===== config.mk =====
export PLATFORM = sky130hd
export DESIGN_NAME = shift_register_sequencer_flat
export DESIGN_NICKNAME = d
export VERILOG_FILES = /design/src/rtl/shift_register_sequencer_if.sv /design/src/rtl/shift_register_sequencer.sv /design/src/flat_wrapper.sv
export SDC_FILE = /design/constraint.sdc
export NUM_CORES = 1
export LEC_CHECK = 0
export ABC_CLOCK_PERIOD_IN_PS = 2200
export CAP_MARGIN = 20
export CELL_PAD_IN_SITES_DETAIL_PLACEMENT = 1
export CELL_PAD_IN_SITES_GLOBAL_PLACEMENT = 2
export CORE_AREA = 2 2 70 59
export CTS_CLUSTER_DIAMETER = 100
export DETAILED_ROUTE_END_ITERATION = 10
export DIE_AREA = 0 0 72 61
export GPL_ROUTABILITY_DRIVEN = 0
export PLACE_DENSITY = 0.82
export SETUP_SLACK_MARGIN = 0.5
export SLEW_MARGIN = 0
export SYNTH_ARGS = -nofsm -noshare
export SYNTH_HDL_FRONTEND = slang
export SYNTH_SLANG_ARGS = --single-unit

===== constraint.sdc =====
create_clock -name clk -period 2.2 [get_ports clk]
set_input_delay 0.33 -clock clk [delete_from_list [all_inputs] [get_ports clk]]
set_output_delay 0.33 -clock clk [all_outputs]
set_load 0.02 [all_outputs]

===== src/rtl/shift_register_sequencer_if.sv =====
// -----------------------------------------------------------------------------
// shift_register_sequencer_if
//   Word-level handshakes of the shift-register sequencer.
//   tx side : tx_valid / tx_ready / tx_data  (words to serialise into the chain)
//   rx side : rx_valid / rx_ready / rx_data  (words reassembled from the chain)
//   modport master : the word producer/consumer (drives tx_valid, tx_data, rx_ready)
//   modport slave  : the sequencer itself
// -----------------------------------------------------------------------------
interface shift_register_sequencer_if #(
    parameter int W = 8
);
    logic         tx_valid;
    logic         tx_ready;
    logic [W-1:0] tx_data;
    logic         rx_valid;
    logic         rx_ready;
    logic [W-1:0] rx_data;

    modport master (
        output tx_valid, tx_data, rx_ready,
        input  tx_ready, rx_valid, rx_data
    );

    modport slave (
        input  tx_valid, tx_data, rx_ready,
        output tx_ready, rx_valid, rx_data
    );
endinterface


===== src/rtl/shift_register_sequencer.sv =====
// -----------------------------------------------------------------------------
// shift_register_sequencer
//   Sequences an external enable-gated SISO shift-register chain of DEPTH
//   stages. A word accepted on the tx handshake is driven LSB-first onto sin
//   for W cycles, followed by DEPTH zero-fill cycles. The chain output sout is
//   captured during the last W of those W+DEPTH shift cycles, and the
//   reassembled word is presented on the rx handshake.
//
// Parameters : W     - word width (>=1)
//              DEPTH - stages in the sequenced chain (>=1)
// Ports      : clk      - rising-edge clock shared with the chain
//              clear    - synchronous active-high reset
//              bus      - tx/rx word handshakes (slave modport)
//              sin      - serial bit into chain stage 0
//              shift_en - chain shifts on this clk edge when high
//              sout     - serial output of the last chain stage
//              busy     - high while shifting or holding a captured word
//              err      - (SHIFT_REGISTER_SEQUENCER_CHECK_EN only) captured
//                         word differs from the transmitted word; valid with
//                         rx_valid
// Build option: define SHIFT_REGISTER_SEQUENCER_CHECK_EN to add the err
//               output and its loopback comparator.
// -----------------------------------------------------------------------------
module shift_register_sequencer #(
    parameter int W     = 8,
    parameter int DEPTH = 4
) (
    input  logic                          clk,
    input  logic                          clear,
    shift_register_sequencer_if.slave     bus,
    output logic                          sin,
    output logic                          shift_en,
    input  logic                          sout,
`ifdef SHIFT_REGISTER_SEQUENCER_CHECK_EN
    output logic                          busy,
    output logic                          err
`else
    output logic                          busy
`endif
);
    localparam int              CW     = $clog2(W + DEPTH + 1);
    localparam logic [CW-1:0]   LAST_C = CW'(W + DEPTH - 1);

    localparam logic [1:0] IDLE  = 2'd0;
    localparam logic [1:0] SHIFT = 2'd1;
    localparam logic [1:0] DONE  = 2'd2;

    logic [1:0]    state_reg, state_next;
    logic [CW-1:0] cnt_reg;
    logic [W-1:0]  shadow_reg;
    logic [W-1:0]  rx_data_reg;

    // Per-bit one-hot helpers: bit_sel picks the shadow bit for this shift
    // cycle (all zero once cnt passes W, giving the zero fill), cap_hit marks
    // the rx bit that sout belongs to in this shift cycle.
    logic [W-1:0]  bit_sel;
    logic [W-1:0]  cap_hit;

    for (genvar gi = 0; gi < W; gi++) begin : g_bits
        assign bit_sel[gi] = shadow_reg[gi] & (cnt_reg == CW'(gi));
        assign cap_hit[gi] = (state_reg == SHIFT) & (cnt_reg == CW'(gi + DEPTH));
    end

    always_comb begin
        state_next = state_reg;
        case (state_reg)
            IDLE:    if (bus.tx_valid)         state_next = SHIFT;
            SHIFT:   if (cnt_reg == LAST_C)    state_next = DONE;
            DONE:    if (bus.rx_ready)         state_next = IDLE;
            default:                           state_next = IDLE;
        endcase
    end

    always_ff @(posedge clk) begin
        if (clear) begin
            state_reg  <= IDLE;
            cnt_reg    <= '0;
            shadow_reg <= '0;
        end else begin
            state_reg <= state_next;
            if (state_reg == IDLE && bus.tx_valid) begin
                shadow_reg <= bus.tx_data;
                cnt_reg    <= '0;
            end else if (state_reg == SHIFT) begin
                cnt_reg <= cnt_reg + CW'(1);
            end
        end
    end

    // Only cycles c >= DEPTH are sampled, so whatever the chain held before
    // this word never reaches rx_data.
    always_ff @(posedge clk) begin
        if (clear) begin
            rx_data_reg <= '0;
        end else begin
            rx_data_reg <= (rx_data_reg & ~cap_hit) | (cap_hit & {W{sout}});
        end
    end

`ifdef SHIFT_REGISTER_SEQUENCER_CHECK_EN
    // The last bit lands in rx_data on the same edge that enters DONE, so the
    // comparison uses sout directly for bit W-1.
    logic [W-1:0] final_word;
    logic         err_reg;

    always_comb begin
        final_word        = rx_data_reg;
        final_word[W-1]   = sout;
    end

    always_ff @(posedge clk) begin
        if (clear) begin
            err_reg <= 1'b0;
        end else if (state_reg == SHIFT && cnt_reg == LAST_C) begin
            err_reg <= (final_word != shadow_reg);
        end else if (state_reg == DONE && bus.rx_ready) begin
            err_reg <= 1'b0;
        end
    end

    assign err = err_reg;
`endif

    assign sin          = (state_reg == SHIFT) & (|bit_sel);
    assign shift_en     = (state_reg == SHIFT);
    assign bus.tx_ready = (state_reg == IDLE);
    assign bus.rx_valid = (state_reg == DONE);
    assign bus.rx_data  = rx_data_reg;
    assign busy         = (state_reg == SHIFT) | (state_reg == DONE);

endmodule


===== src/flat_wrapper.sv =====
// flat-port wrapper written by rule: the top's interface ports become plain ports
module shift_register_sequencer_flat 
#(
    parameter int W     = 8,
    parameter int DEPTH = 4
)
  (clk, clear, sin, shift_en, sout, busy, bus_tx_valid, bus_tx_data, bus_rx_ready, bus_tx_ready, bus_rx_valid, bus_rx_data);
  shift_register_sequencer_if #(.W(W)) bus_i ();
  input  logic clk;
  input  logic clear;
  output logic sin;
  output logic shift_en;
  input  logic sout;
  output logic busy;
  input wire logic [$bits(bus_i.tx_valid)-1:0] bus_tx_valid;
  input wire logic [$bits(bus_i.tx_data)-1:0] bus_tx_data;
  input wire logic [$bits(bus_i.rx_ready)-1:0] bus_rx_ready;
  output wire logic [$bits(bus_i.tx_ready)-1:0] bus_tx_ready;
  output wire logic [$bits(bus_i.rx_valid)-1:0] bus_rx_valid;
  output wire logic [$bits(bus_i.rx_data)-1:0] bus_rx_data;
  assign bus_i.tx_valid = bus_tx_valid;
  assign bus_i.tx_data = bus_tx_data;
  assign bus_i.rx_ready = bus_rx_ready;
  assign bus_tx_ready = bus_i.tx_ready;
  assign bus_rx_valid = bus_i.rx_valid;
  assign bus_rx_data = bus_i.rx_data;
  shift_register_sequencer #(.W(W), .DEPTH(DEPTH)) u_core (.clk(clk), .clear(clear), .bus(bus_i), .sin(sin), .shift_en(shift_en), .sout(sout), .busy(busy));
endmodule

Word level (Yosys, flattened, before mapping)

Index checks and enable logic that the tools add are counted.

Register bits: 22
Logic and storage cells: 53

Add/subtract/negate cells: 1
Equality and inequality tests: 16
Mux-type cells: 4
Bitwise logic cells: 22
Reductions and logical operators: 6

Operators by type and width:

| kind                | count |
|---|---|
| $and 1x1->1         | 17 |
| $and 8x8->8         | 2 |
| $eq 4x3->1 const B  | 4 |
| $eq 4x4->1 const B  | 4 |
| $eq 4x2->1 const B  | 2 |
| $not 8->8           | 1 |
| $or 8x8->8          | 1 |
| $reduce_or 8->1     | 1 |
| $mux 2              | 3 |
| $pmux 2 s3          | 1 |
| $add 4x1->4 const B | 1 |
| $eq 4x1->1 const B  | 1 |
| $logic_not 4->1     | 1 |
| $ne 2x2->1 const B  | 2 |
| $reduce_and 3->1    | 1 |
| $eq 2x1->1 const B  | 1 |
| $eq 2x2->1 const B  | 1 |
| $logic_not 2->1     | 1 |
| $ne 2x1->1 const B  | 1 |
| $reduce_or 2->1     | 1 |
| $logic_and 1x1->1   | 1 |
| $or 1x1->1          | 1 |

Depth between registers and ports, before layout

Gate-level depths: netlist (run 1).

Depth in word-level cells: 5
Depth in mapped cells: 6

Worst setup path before layout (run 1)

Ideal clock, no wire load.

Kind: reg2out
From: register u_core.cnt_reg[0]
To: output sin
Data arrival time: 1.441 ns
Required time: 1.870 ns
Path slack: 0.429 ns
Cell stages (with the launch flop): 5
Buffers on the path: 0
Cell sequence: dfxtp_1 > ha_1 > a22o_2 > a221oi_2 > a2111oi_2

Word-level cells in the longest chain between the ends: 4
Elaborated cells between the ends (all ways): 18
Classes of those cells: eq/ne (7); bitwise (9); reduce/logical (2)

Ends and longest elaborated chain:

| element                            | line                            | source |
|---|---|---|
| start: declaration                 | shift_register_sequencer.sv:49  | `logic [CW-1:0] cnt_reg;` |
| start signal: assignment           | shift_register_sequencer.sv:85  | `cnt_reg <= cnt_reg + CW'(1);` |
| $eq 4x1->1 (tied with other cells) | shift_register_sequencer.sv:60  | `assign bit_sel[gi] = shadow_reg[gi] & (cnt_reg == CW'(gi));` |
| $and 1x1->1                        | shift_register_sequencer.sv:60  |  |
| $reduce_or 8->1 (*)                | shift_register_sequencer.sv:124 | `assign sin = (state_reg == SHIFT) & (\|bit_sel);` |
| $and 1x1->1 (*)                    | shift_register_sequencer.sv:124 |  |
| end: declaration                   | flat_wrapper.sv:11              | `output logic sin;` |

Every way passes the cells marked *; elsewhere a longest branch is shown, timed or not.

Worst setup path after layout (run 1)

From: register u_core.cnt_reg[1]
To: output sin

The elaborated chain is that of the path after synthesis.

==> results of run 1 <==
## Yosys cell counts
library cell	instances	share of area, %
nor3_1	1	0.46
xor2_1	2	1.6
a22o_1	1	0.80
nand2_1	10	3.4
a2111oi_2	1	1.4
mux2i_1	10	9.2
a311oi_1	1	0.80
nand3_1	8	3.7
a31oi_1	1	0.57
inv_1	5	1.7
a21oi_1	8	3.7
xnor2_1	1	0.80
dfxtp_1	22	40
a221oi_2	1	1.4
buf_4	1	0.69
ha_1	8	9.2
a22o_2	2	1.8
nand4_1	1	0.57
nor2_1	12	4.1
nand4b_1	8	6.4
and3b_2	1	0.92
nand2b_1	5	2.9
o211ai_1	1	0.69
buf_2	5	2.3
clkbuf_1	2	0.69
## routing by layer
metal	GRT usage [%]	up-vias
met5	0	-
met4	1.89	0
met3	3.49	2
met2	24.9	17
met1	19.2	458
li1	-	470
## critical path, cell delays in order (launching register included)
cell,delay [ns]
dfxtp_4,0.38
inv_4,0.05
ha_4,0.17
a22o_4,0.25
a221oi_4,0.22
a2111oi_4,0.11
buf_4,0.18
## final cells by class
class,count,area [um2]
fill,416,2130
multi-input combinational,83,669
sequential,22,449
timing repair buffer,34,312
tap,44,55.1
clock buffer,3,41.3
inverter,5,23.8
## cells in the final DEF, fill, tap and decap left out, types with 3 or more instances in the layout
cell / n
dfxtp_1: 19
clkdlybuf4s50_1: 20
nor2_1: 12
clkbuf_8: 3
mux2i_1: 10
buf_4: 9
inv_1: 3
ha_4: 3
nand2_1: 10
nand3_1: 8
nand4b_1: 8
nand2b_1: 5
a21oi_1: 8
ha_1: 4
## power breakdown
group / leakage, nW / internal (mW) / switching (mW)
clock: 0.0216 / 0.122 / 0.124
sequential: 0.181 / 0.428 / 0.0295
combinational: 0.415 / 0.165 / 0.206
## logic make-up (layout without fill, tap and decap cells)
logic type                 after synthesis  in the layout  share of synthesized area [%]
muxes                                   10             10                           9.16
AOI/OAI and AO/OA                       16             16                           11.1
adders and majority gates                8              8                           9.16
DFF                                     22             22                           40.3
and+or+nand+nor                         46             46                           22.5
buffers and inverters                   13             42                           5.38
xor gates and xnor gates                 3              3                           2.41
## per-stage QoR
stage | TNS (ns) | setup WS, ns | hold WS [ns] | power (mW) | instance area (um2)
after detailed placement | -0.0793 | -0.0793 | 0.452 | 0.811 | 1430
after floorplan | 0 | 0.570 | 0.436 | 0.670 | 1100
after global placement | 0 | 0.0135 | 0.458 | 0.792 | 1430
after global routing | 0 | 0.204 | 0.483 | 1.15 | 1550
after CTS | 0 | 0.234 | 0.466 | 1.08 | 1540
final | 0 | 0.265 | 0.459 | 1.07 | 1550
## how the worst min path moves through the flow
stage,from,end,slack [ns]
after global placement,u_core.shadow_reg[3]$_SDFFE_PP0P_,u_core.shadow_reg[3]$_SDFFE_PP0P_,0.46
after detailed placement,u_core.shadow_reg[5]$_SDFFE_PP0P_,u_core.shadow_reg[5]$_SDFFE_PP0P_,0.45
after floorplan,u_core.shadow_reg[3]$_SDFFE_PP0P_,u_core.shadow_reg[3]$_SDFFE_PP0P_,0.44
final,u_core.shadow_reg[3]$_SDFFE_PP0P_,u_core.shadow_reg[3]$_SDFFE_PP0P_,0.46
after global routing,u_core.shadow_reg[3]$_SDFFE_PP0P_,u_core.shadow_reg[3]$_SDFFE_PP0P_,0.48
after CTS,u_core.shadow_reg[3]$_SDFFE_PP0P_,u_core.shadow_reg[3]$_SDFFE_PP0P_,0.47
## repair_timing
action,in CTS,in global routing
pin swaps,2,1
setup buffers,0,1
setup endpoints to repair,5,2
resized for setup,31,2
==> impl_metrics.json, run 1 <==
{
  "hold_viol_final": 0,
  "dp_hpwl_um": 2120,
  "crit_start": "u_core.cnt_reg[1]$_SDFFE_PP0P_",
  "wl_met3_um": 94,
  "rrSetupSlack_ns": 0.70,
  "cts.clk_slew.worst_paths_ns": 0.07,
  "cp.required_ns": 1.87,
  "cts-root-buf": "clkbuf_8",
  "post_route_cells_drive_above_1_share_pct": 19.7,
  "final_util_pct": 42.1,
  "syn-num-nets": 139,
  "status": "completed",
  "r2r-end": "u_core.cnt_reg[0]$_SDFFE_PP0P_",
  "vias_per_cell": 4.96,
  "grt_setup_unrepaired": "yes",
  "ios": 26,
  "ir_drop_mv": 0.316,
  "clock_sinks": 22,
  "fp.dieH_um": 61,
  "setup_viol_count_final": 0,
  "synth_area_um2": 1090,
  "drv_cap": 0,
  "skew_ns": 0.00391,
  "wl_met1_um": 1320,
  "wl_per_cell_um": 14.7,
  "core_area_um2": 3680,
  "die_w_um": 72,
  "drt-total-wl_um": 2820,
  "first_iter_violations": 28,
  "top_layer": "met4",
  "synth_seq_cells": 22,
  "rr_startpoint": "u_core.state_reg[0]$_SDFFE_PP0P_",
  "fin_crit_ns": 1.94,
  "ys_warn_count": 0,
  "grt.overflow.total": 0,
  "crit_arrival_ns": 1.61,
  "slew_violations": 0,
  "ff2ff_path_depth": 6,
  "cts_tree": "done",
  "p_per_area_nw_per_um2": 693,
  "ys_seq_area_share_pct": 40.3,
  "drc_errors": 0,
  "first_pass_iters": 2,
  "relSlewSlack_pct": 69.4,
  "cts_inserted_buffers": 3,
  "path_class": "flop to output port",
  "grt_max_degree": 14,
  "clockBufferDepth": 2,
  "dr_wl_met2_um": 1390,
  "postRouteAntennaNets": 0,
  "start_util_pct": 29.7,
  "synth_area_per_cell_um2": 9.26,
  "antenna_found_initial": 0,
  "nNetsFinal": 170,
  "grt_first_pass_wirelength_um": 4810,
  "critical_path.max_fanout": 4,
  "first_global_vias": 964,
  "p_leak_nw": 0.618,
  "fmax_mhz": 517,
  "synthCells": 118,
  "port_buffers": 25,
  "cp-endpoint": "sin",
  "hold_depth": 2,
  "clock_latency_ns": 0.26,
  "start_kind": "flop",
  "synth_cell_type_count": 25,
  "instances_no_fill": 191,
  "synthToLayoutAreaGrowth_pct": 41.9,
  "fin_crit_sh_pct": 88.0,
  "fp.dieArea_um2": 4390,
  "antenna_cells": 0,
  "grt_usage_pct": 14.5,
  "tightest_slew_ns": 0.458,
  "placementRows": 20,
  "ctsHoldBuffers": 0,
  "htree_levels": 1,
  "dpl.cell_count": 187,
  "min_path_type": "flop to flop",
  "vias": 947,
  "cp-end-kind": "output port"
}
Power figures use the tool's default switching activity.
==> run 2: changes to the inputs <==
--- a/config.mk
+++ b/config.mk
@@ -7,14 +7,12 @@
 export LEC_CHECK = 0
 export ABC_CLOCK_PERIOD_IN_PS = 2200
 export CAP_MARGIN = 20
-export CELL_PAD_IN_SITES_DETAIL_PLACEMENT = 1
-export CELL_PAD_IN_SITES_GLOBAL_PLACEMENT = 2
-export CORE_AREA = 2 2 70 59
+export CORE_AREA = 2 2 55 46
 export CTS_CLUSTER_DIAMETER = 100
 export DETAILED_ROUTE_END_ITERATION = 10
-export DIE_AREA = 0 0 72 61
+export DIE_AREA = 0 0 57 48
 export GPL_ROUTABILITY_DRIVEN = 0
-export PLACE_DENSITY = 0.82
+export PLACE_DENSITY = 0.84
 export SETUP_SLACK_MARGIN = 0.5
 export SLEW_MARGIN = 0
 export SYNTH_ARGS = -nofsm -noshare
==> impl_metrics.json, run 2 (same netlist as run 1, synthesis figures left out) <==
{
  "start_util_pct": 51.1,
  "antenna_cells": 0,
  "layout_common_cells": "20 x clkdlybuf4s50_1, 18 x dfxtp_1, 12 x nor2_1, 11 x buf_4",
  "vias_per_cell": 5.64,
  "dp_hpwl_um": 1890,
  "first_pass_iters": 4,
  "crit_arrival_ns": 1.74,
  "clockBufferDepth": 2,
  "cp_cell_sequence": "buf_6 > ha_4 > a22o_1 > nor3_4 > a2111oi_4 > buf_4",
  "crit_buf_inv": 2,
  "final_common_cell": "clkdlybuf4s50_1",
  "first_iter_violations": 29,
  "cts_inserted_buffers": 3,
  "p_per_area_nw_per_um2": 748,
  "port_buffers": 25,
  "drc_errors": 0,
  "tightest_slew_ns": 0.437,
  "cp.required_ns": 1.87,
  "fin_crit_ns": 2.07,
  "relSlewSlack_pct": 70.8,
  "regArea_um2": 450,
  "cts_tree": "done",
  "nNetsFinal": 172,
  "n_fill_cell": 154,
  "p_leak_nw": 0.633,
  "path_delay_family": "compound AO/OA/AOI/OAI gates",
  "grt_usage_pct": 22.3,
  "ctsHoldBuffers": 0,
  "cp-end-kind": "output port",
  "setup_viol_count_final": 0,
  "min_path_type": "flop to flop",
  "skew_ns": 0.00368,
  "drt-total-wl_um": 2780,
  "postRouteAntennaNets": 0,
  "post_route_cells_drive_above_1_share_pct": 24.0,
  "rrSetupSlack_ns": 0.72,
  "hold_ws_ns": 0.476,
  "first_global_vias": 921,
  "start_kind": "flop",
  "slowest_delay_ns": 0.42,
  "vias": 987,
  "cpMaxStageDelayCell": "dfxtp_4",
  "clock_sinks": 22,
  "grt_max_degree": 15,
  "htree_levels": 1,
  "status": "completed",
  "cts.clk_slew.worst_paths_ns": 0.13,
  "fp.dieArea_um2": 2740,
  "post-route-cell-area_um2": 1570,
  "synthToLayoutAreaGrowth_pct": 43.3,
  "cts-root-buf": "clkbuf_4",
  "die_w_um": 57,
  "grt_first_pass_wirelength_um": 4490,
  "grt.overflow.total": 0,
  "placed_area_um2": 1400,
  "drv_cap": 0,
  "fmax_mhz": 482,
  "fp.dieH_um": 48,
  "core_area_um2": 2140,
  "antenna_found_initial": 0,
  "wl_per_cell_um": 15.9,
  "slew_violations": 0,
  "critical_path.max_fanout": 4,
  "clock_latency_ns": 0.33,
  "placementRows": 15,
  "path_class": "flop to output port",
  "fin_crit_sh_pct": 94.3,
  "ir_drop_mv": 0.681,
  "ios": 26,
  "hold_viol_final": 0,
  "multi_input_area_um2": 678,
  "grt_setup_unrepaired": "yes"
}
==> run 2: where the power goes <==
part / switching (mW) / total, mW / internal, mW / leakage, nW
registers: 0.0304 / 0.461 / 0.430 / 0.181
logic: 0.214 / 0.386 / 0.172 / 0.424
clock network: 0.139 / 0.323 / 0.184 / 0.0279
total: 0.383 / 1.17 / 0.787 / 0.633
==> run 2: stage by stage <==
| step | setup slack [ns] | power [mW] | util [%] | std cells | setup TNS (ns) |
|---|---|---|---|---|---|
| final | 0.125 | 1.17 | 73.2 | 175 | 0 |
| after global routing | 0.0425 | 1.22 | 73.2 | 175 | 0 |
| after CTS | 0.181 | 1.13 | 71.5 | 172 | 0 |
| after detailed placement | -0.0734 | 0.795 | 65.4 | 167 | -0.0734 |
| after global placement | 0.0450 | 0.777 | 65.4 | 167 | 0 |
| after floorplan | 0.570 | 0.670 | - | 118 | 0 |
==> run 2: area by class of cell <==
type / instances / share of cell area (%)
Clock buffer: 3 / 1.44
Clock inverter: 1 / 1.92
Inverter: 5 / 1.52
Multi-Input combinational cell: 83 / 43.3
Sequential cell: 22 / 28.8
Tap cell: 25 / 2.00
Timing Repair Buffer: 36 / 21.0
==> run 2: final timing paths <==
check	start	end	depth (start not counted)
setup reg to reg	u_core.cnt_reg[0]$_SDFFE_PP0P_	u_core.state_reg[0]$_SDFFE_PP0P_	5
setup / recovery	u_core.cnt_reg[1]$_SDFFE_PP0P_	sin	6
hold / removal	u_core.shadow_reg[3]$_SDFFE_PP0P_	u_core.shadow_reg[3]$_SDFFE_PP0P_	2
hold reg to reg	u_core.shadow_reg[3]$_SDFFE_PP0P_	u_core.shadow_reg[3]$_SDFFE_PP0P_	2
==> run 2: per-layer routing <==
metal / track usage [%] / wire length (um) / vias up
met3: 5.95 / 147 / 4
met5: 0 / 0 / -
met2: 37.5 / 1280 / 32
met4: 8.37 / 34 / 0
li1: - / - / 475
met1: 28.4 / 1320 / 476
==> run 2: repair_timing <==
item                                    CTS  global route
pin swaps                                 3             4
buffers inserted                          1             3
gates resized for setup                  33             8
endpoints found under the setup margin    5             5
==> run 2: worst register-to-register path, stage by stage, from the launching register on <==
cell	delay, ns
dfxtp_4	0.40
ha_2	0.21
buf_4	0.15
and3b_2	0.22
o211ai_1	0.22
mux2i_1	0.22
==> run 3: changes to the inputs <==
--- a/config.mk
+++ b/config.mk
@@ -7,12 +7,12 @@
 export LEC_CHECK = 0
 export ABC_CLOCK_PERIOD_IN_PS = 2200
 export CAP_MARGIN = 20
-export CORE_AREA = 2 2 55 46
+export CORE_AREA = 2 2 73 58
 export CTS_CLUSTER_DIAMETER = 100
 export DETAILED_ROUTE_END_ITERATION = 10
-export DIE_AREA = 0 0 57 48
+export DIE_AREA = 0 0 75 60
 export GPL_ROUTABILITY_DRIVEN = 0
-export PLACE_DENSITY = 0.84
+export PLACE_DENSITY = 0.54
 export SETUP_SLACK_MARGIN = 0.5
 export SLEW_MARGIN = 0
 export SYNTH_ARGS = -nofsm -noshare
==> impl_metrics.json, run 3 (same netlist as run 1, synthesis figures left out) <==
{
  "swShare_pct": 30.8,
  "p_int_mw": 0.831,
  "path_class": "flop to output port",
  "cp.required_ns": 1.87,
  "cts_inserted_buffers": 3,
  "skew_ns": 0.00226,
  "clkPwrFrac_pct": 31.6,
  "clock_sinks": 22,
  "path_delay_family": "compound AO/OA/AOI/OAI gates",
  "critical_path.max_fanout": 4,
  "layout_common_cells": "20 x dfxtp_1, 20 x clkdlybuf4s50_1, 12 x nor2_1",
  "post_route_cells_drive_above_1_share_pct": 22.0,
  "htree_levels": 1,
  "clockBufferDepth": 2,
  "cts-root-buf": "clkbuf_8",
  "p_switching_mw": 0.369,
  "wl_per_cell_um": 13.3,
  "core_area_um2": 3830,
  "setup_tns_ns": 0,
  "fmax_mhz": 510,
  "crit_buf_inv": 2,
  "placementRows": 20,
  "grt_max_degree": 14,
  "p_leak_nw": 0.642,
  "first_pass_iters": 3,
  "cpMaxStageDelayCell": "dfxtp_4",
  "comb_power_share_pct": 30.2,
  "fin_crit_ns": 1.96,
  "ios": 26,
  "nNetsFinal": 172,
  "postRouteAntennaNets": 0,
  "grt_usage_pct": 14.1,
  "drv_cap": 0,
  "n_fill_cell": 365,
  "drc_errors": 0,
  "drt-total-wl_um": 2740,
  "relSlewSlack_pct": 71.6,
  "fp.dieH_um": 60,
  "vias_per_cell": 4.54,
  "fp.dieArea_um2": 4500,
  "ctsHoldBuffers": 0,
  "p_per_area_nw_per_um2": 742,
  "instances_no_fill": 205,
  "slew_violations": 0,
  "min_path_type": "flop to flop",
  "cp_cell_sequence": "inv_2 > ha_4 > a22o_4 > a221oi_4 > a2111oi_4 > buf_4",
  "cp-end-kind": "output port",
  "first_global_vias": 1008,
  "first_iter_violations": 12,
  "setup_viol_count_final": 0,
  "ir_drop_mv": 0.397,
  "vias": 930,
  "grt_first_pass_wirelength_um": 4800,
  "grt_setup_unrepaired": "yes",
  "tightest_slew_ns": 0.426,
  "clock_latency_ns": 0.26,
  "die_w_um": 75,
  "cts.clk_slew.worst_paths_ns": 0.08,
  "start_util_pct": 28.5,
  "antenna_cells": 0,
  "port_buffers": 25,
  "hold_viol_final": 0,
  "grt.overflow.total": 0,
  "slowest_delay_ns": 0.37,
  "antenna_found_initial": 0,
  "status": "completed",
  "fin_crit_sh_pct": 89.1,
  "dpl.cell_count": 197,
  "dp_hpwl_um": 1930,
  "start_kind": "flop",
  "seqPwrFrac_pct": 38.3,
  "synthToLayoutAreaGrowth_pct": 48.0,
  "cts_tree": "done",
  "crit_arrival_ns": 1.63
}
## run 3: cell count changes in the layout (fill, tap and decap cells not counted), sizes merged
cell           previous run  this run
clkdlybuf4s15             1         0
dlygate4sd2               1         2
## run 3: layout make-up
type                            instances  area [um2]  area share, %
Timing Repair Buffer                   36         325           20.1
Tap cell                               55        68.8           4.26
Clock buffer                            3        41.3           2.55
Sequential cell                        22         448           27.7
Inverter                                5        21.3           1.32
Clock inverter                          1        30.0           1.86
Multi-Input combinational cell         83         682           42.2
## run 3: path summary, 6_finish.rpt
check	cells after the start	slack (ns)	to	start
min	2	0.46	u_core.shadow_reg[1]$_SDFFE_PP0P_	u_core.shadow_reg[1]$_SDFFE_PP0P_
min reg2reg	2	0.46	u_core.shadow_reg[1]$_SDFFE_PP0P_	u_core.shadow_reg[1]$_SDFFE_PP0P_
max reg2reg	6	0.72	u_core.cnt_reg[3]$_SDFFE_PP0P_	u_core.state_reg[0]$_SDFFE_PP0P_
max	6	0.24	sin	u_core.cnt_reg[1]$_SDFFE_PP0P_
## run 3: power groups by stage
stage	clock, mW	sequential [mW]	combinational (mW)
floorplan	0	0.453	0.217
global placement	0	0.458	0.328
detailed placement	0	0.458	0.339
CTS	0.389	0.458	0.356
global route	0.409	0.464	0.403
finish	0.379	0.459	0.362
## run 3: timing repair
| item | 4_1_cts | 5_1_grt |
|---|---|---|
| pin swaps | 1 | 3 |
| endpoints found under the setup margin | 5 | 3 |
| resized for setup | 28 | 7 |
| setup buffers | 3 | 1 |
## run 3: routing by layer
metal	up-vias	wire length (um)	track usage (%)
met4	0	0	0.765
met3	0	114	4.38
met2	16	1250	23.1
met5	-	0	0
li1	473	-	-
met1	441	1370	19.3
## run 3: per-stage QoR
stage | cell area [um2] | power, mW | hold slack [ns] | setup WS, ns | utilization, %
global placement | 1440 | 0.786 | 0.454 | 0.0329 | 37.5
detailed placement | 1440 | 0.797 | 0.450 | -0.00311 | 37.5
global route | 1620 | 1.28 | 0.513 | 0.191 | 42.2
finish | 1620 | 1.20 | 0.459 | 0.241 | 42.2
CTS | 1600 | 1.20 | 0.462 | 0.255 | 41.7
floorplan | 1100 | 0.670 | 0.436 | 0.570 | -
## run 3: worst reg2reg max path: stages (launching register included)
cell      delay [ns]
dfxtp_1         0.36
inv_1           0.09
ha_1            0.21
buf_4           0.17
nand2_1         0.25
nand2b_1        0.20
nor2_1          0.14
